<file path="src/rtl/seven_seg_scanner.sv">
// Four-digit multiplexed 7-segment scanner with frame-aligned double buffering.
// Loads are staged and only reach the displayed shadow copy when the scan wraps 3->0.
module seven_seg_scanner #(
  parameter int REFRESH_DIV = 100000
) (
  input  logic        clk,
  input  logic        reset,
  input  logic [15:0] value,
  input  logic [3:0]  dp_en,
  input  logic [3:0]  blank,
  input  logic        load,
  output logic        pending,
  output logic [1:0]  sel,
  output logic [3:0]  an,
  output logic [6:0]  seg,
  output logic        dp,
  output logic        frame_tick
);

  localparam int DW = $clog2(REFRESH_DIV);

  logic [DW-1:0] div_cnt;
  logic          step;
  logic          wrap;

  logic [15:0] stg_value;
  logic [3:0]  stg_dp;
  logic [3:0]  stg_blank;
  logic [15:0] sh_value;
  logic [3:0]  sh_dp;
  logic [3:0]  sh_blank;

  logic [3:0] nib;
  logic [3:0] an_d;
  logic [6:0] seg_d;
  logic       dp_d;

  assign step = (div_cnt == DW'(REFRESH_DIV - 1));
  assign wrap = step && (sel == 2'd3);

  always_comb begin
    an_d  = 4'b1111;
    seg_d = 7'h7F;
    dp_d  = 1'b1;
    nib   = sh_value[{sel, 2'b00} +: 4];
    if (!sh_blank[sel]) begin
      an_d = ~(4'b0001 << sel);
      dp_d = ~sh_dp[sel];
      case (nib)
        4'h0: seg_d = 7'h40;
        4'h1: seg_d = 7'h79;
        4'h2: seg_d = 7'h24;
        4'h3: seg_d = 7'h30;
        4'h4: seg_d = 7'h19;
        4'h5: seg_d = 7'h12;
        4'h6: seg_d = 7'h02;
        4'h7: seg_d = 7'h78;
        4'h8: seg_d = 7'h00;
        4'h9: seg_d = 7'h10;
        4'hA: seg_d = 7'h08;
        4'hB: seg_d = 7'h03;
        4'hC: seg_d = 7'h46;
        4'hD: seg_d = 7'h21;
        4'hE: seg_d = 7'h06;
        default: seg_d = 7'h0E;
      endcase
    end
  end

  always_ff @(posedge clk) begin
    if (reset) begin
      div_cnt    <= '0;
      sel        <= 2'd0;
      pending    <= 1'b0;
      frame_tick <= 1'b0;
      stg_value  <= '0;
      stg_dp     <= '0;
      stg_blank  <= '0;
      sh_value   <= '0;
      sh_dp      <= '0;
      sh_blank   <= '0;
      an         <= 4'b1111;
      seg        <= 7'h7F;
      dp         <= 1'b1;
    end else begin
      if (step) begin
        div_cnt <= '0;
        sel     <= sel + 2'd1;
      end else begin
        div_cnt <= div_cnt + DW'(1);
      end
      frame_tick <= wrap;

      // A load landing on the wrap cycle bypasses staging so it shows in the new frame.
      if (load && wrap) begin
        sh_value <= value;
        sh_dp    <= dp_en;
        sh_blank <= blank;
        pending  <= 1'b0;
      end else if (load) begin
        stg_value <= value;
        stg_dp    <= dp_en;
        stg_blank <= blank;
        pending   <= 1'b1;
      end else if (wrap && pending) begin
        sh_value <= stg_value;
        sh_dp    <= stg_dp;
        sh_blank <= stg_blank;
        pending  <= 1'b0;
      end

      an  <= an_d;
      seg <= seg_d;
      dp  <= dp_d;
    end
  end

endmodule
</file>
<file path="config.mk">
export PLATFORM = sky130hd
export DESIGN_NAME = seven_seg_scanner
export DESIGN_NICKNAME = d
export VERILOG_FILES = /design/src/rtl/seven_seg_scanner.sv
export SDC_FILE = /design/constraint.sdc
export NUM_CORES = 1
export LEC_CHECK = 0
export CAP_MARGIN = 5
export CORE_MARGIN = 5
export CORE_UTILIZATION = 50
export CTS_CLUSTER_SIZE = 10
export DETAILED_ROUTE_END_ITERATION = 16
export GPL_TIMING_DRIVEN = 0
export PLACE_DENSITY = 0.76
export SYNTH_ARGS = -nofsm -noshare
export SYNTH_HDL_FRONTEND = slang
export SYNTH_SLANG_ARGS = --single-unit
</file>
<file path="constraint.sdc">
create_clock -name clk -period 3.5 [get_ports clk]
set_input_delay 0.7 -clock clk [delete_from_list [all_inputs] [get_ports clk]]
set_output_delay 0.7 -clock clk [all_outputs]
set_load 0.01 [all_outputs]
</file>
==> flow_summary.toml <==
[worst_setup_path]
r2r-end = "seg[3]"
crit_end = "seg[3]"
cp_data_required_time_ps = 3780
slowest_stage = "mux4_2"
cp_cell_sequence = "buf_2 -> mux4_2 -> inv_1 -> ha_1 -> nor2b_1 -> a211oi_1 -> o21ai_0"
crit_fanout = 8
cp-startpoint = "sel[0]"
reg2reg_setup_slack_ps = 1390
cp-end-kind = "register"
worstSetupPathType = "reg2reg"
startpoint_type = "register"
ff2ff_path_depth = 7
arrival_ps = 2390
critPathMaxStageDelay_ps = 610
timing.rr.start = "sel[0]"

[synthesis]
synthCells = 476
async_reset_ff_share_pct = 0
synthFlopType = "dfxtp_1"
ys_ff_latch = 81
synth_area_um2 = 4180
synth_edf_count = 0
syn-num-nets = 514
synth_cell_type_count = 50
yosys_warnings = 0
syn_avg_cell_area_um2 = 8.78
yosysSeqAreaShare_pct = 38.8

[cells_and_area]
syn_to_final_growth_pct = 18.2
final_nets = 565
mostFrequentLayoutCells = "88 x nand2_1, 81 x dfxtp_1, 40 x clkdlybuf4s50_1"
multi_input_area_um2 = 2340
nFillCells = 730
seqCellArea_um2 = 1620
antenna_cells = 0
drive_gt1_share_pct = 8.83
finalInstanceArea_um2 = 4940
final_common_cell = "nand2_1"

[detailed_routing]
wl_per_cell_um = 17.5
drc = 0
via_per_inst = 6.20
first_pass_iters = 5
ant_nets = 0
vias = 3951
drt_iter0_markers = 403
routed_wirelength_mm = 11.1

[cts]
cts-root-buf = "clkbuf_8"
cts_buffer_depth = 2
cts_htree_levels = 3
cts_resized = 0
numCtsBuffers = 9
cts_post_setup_buffers_inserted = 0
clock-sinks = 81
cts_tree = "done"
ctsHoldBuffers = 0
clk_pin_slew_ps = 80
worstSkewPairLatency_ps = 360

[power_and_ir_drop]
intPower_mw = 1.48
p_seq_share_pct = 50.0
ir_drop_v = 0.000242
pwr-share-comb_pct = 10.0
power_switching_mw = 0.474
swShare_pct = 24.2
power_mw = 1.95
clkPwrFrac_pct = 40.0
power_leakage_nw = 1.64
power_density_nw_per_um2 = 395

[global_route]
grt_max_degree = 14
grt_antenna_before_repair = 0
grt_pass1_vias = 3886
grt-ovfl-total = 0
grt_pass1_wl_mm = 18.9
grt_use_total_pct = 23.1

[sta]
fin_skew_ps = 12.5
post-route-min-period_ps = 2110
maxSlewViolCount = 0
fin_tns_setup_ps = 0
setup_violations = 0
fmax_mhz = 473
tightest_slew_ps = 570
rsz0062_at_grt = "no"
setup_slack_ps = 1390
whs_ps = 452
hold_viol = 0
post-route-period-util_pct = 60.4
max-slew-margin-rel_pct = 62.0

[placement]
hpwl_mm = 8.04
place_area_um2 = 4710
place_congestion = 0.864
port_buffers = 40
pre_cts_ws_ps = 1090

[floorplan]
coreArea_um2 = 8180
dieHeight_um = 101
ios = 43
placementRows = 33
start_util_pct = 51.1
die_width_um = 101
die-area_um2 = 10300

[outcome]
status = "finished, final reports clean"

[flow_run]
max-cap-violations = 0

[hold_path]
hold_path_class = "reg2reg"
final cells by class:
cell class / instances / share of cell area, %
multi-input cells: 343 / 47.3
flip-flops and latches: 81 / 32.8
repair buffers: 40 / 8.10
plain buffers: 44 / 3.82
clock buffers: 12 / 3.14
well taps: 105 / 2.66
clock inverters: 4 / 1.52
inverters: 8 / 0.608
Yosys cell counts, drive strengths merged (3+ instances only):
cell	count	share of area (%)
nand3	4	0.48
a211oi	3	0.54
a21oi	7	0.84
xnor2	9	1.9
clkbuf	31	2.8
nor2	22	2.0
a22o	24	5.0
mux4	6	3.2
nor3b	25	4.6
nor4	3	0.45
nor4b	4	1.5
buf	13	1.7
nand4	4	0.96
o221ai	4	0.84
nand2	88	7.9
inv	8	0.72
or4	25	4.5
o21ai	27	3.2
ha	11	3.3
and4	3	0.63
o311ai	24	5.0
dfxtp	81	39
xor2	4	0.84
a31oi	25	4.1
nor2b	3	0.45
through the flow:
step / instances / utilization, %
floorplan: 476 / -
global placement: 621 / 57.6
detailed placement: 621 / 57.6
CTS: 637 / 60.4
global route: 637 / 60.4
finish: 637 / 60.4
worst min-delay path by stage:
stage / start / to / cells after the start
6_report: div_cnt[0] / div_cnt[0] / 1
5_1_grt: div_cnt[0] / div_cnt[0] / 1
4_1_cts: div_cnt[0] / div_cnt[0] / 1
3_5_place_dp: div_cnt[0] / div_cnt[0] / 1
3_3_place_gp: div_cnt[0] / div_cnt[0] / 1
2_1_floorplan: div_cnt[0] / div_cnt[0] / 1
worst max-delay path: cells and delay by family (launching register included):
kind / cells / cell delay (ps)
muxes: 1 / 610
buffers and inverters: 2 / 440
AOI/OAI and AO/OA: 2 / 190
DFF: 1 / 380
adders and majority gates: 1 / 260
and+or+nand+nor: 1 / 150
flip-flops by register name (all words and copies together) (netlist names):
name / count
div_cnt: 17
sh_value: 16
stg_value: 16
seg: 7
an: 4
sh_blank: 4
sh_dp: 4
stg_blank: 4
stg_dp: 4
sel: 2
dp: 1
frame_tick: 1
pending: 1
power groups by stage:
stage | sequential [mW] | combinational, mW | clock, mW
3_5_place_dp | 0.998 | 0.191 | 0
3_3_place_gp | 0.996 | 0.188 | 0
5_1_grt | 0.982 | 0.213 | 0.835
2_1_floorplan | 0.996 | 0.108 | 0
4_1_cts | 0.977 | 0.192 | 0.788
6_report | 0.977 | 0.196 | 0.781
metal layers:
layer	wire length (um)	part of all wire, %	vias to the layer above	GRT usage (%)
met2	5060	45	194	35.7
met5	0	0	-	0
met4	263	2.4	0	9.10
met1	4840	44	1829	31.5
met3	960	8.6	35	5.03
li1	-	-	1893	-
cells by family after synthesis:
kind of cell | Yosys count | share of synthesized area, %
AOI/OAI and AO/OA | 119 | 20.6
muxes | 7 | 3.47
xor gates and xnor gates | 13 | 2.72
DFF | 81 | 38.8
adders and majority gates | 11 | 3.29
buffers and inverters | 52 | 5.24
and+or+nand+nor | 193 | 25.9
Power figures use the tool's default switching activity.
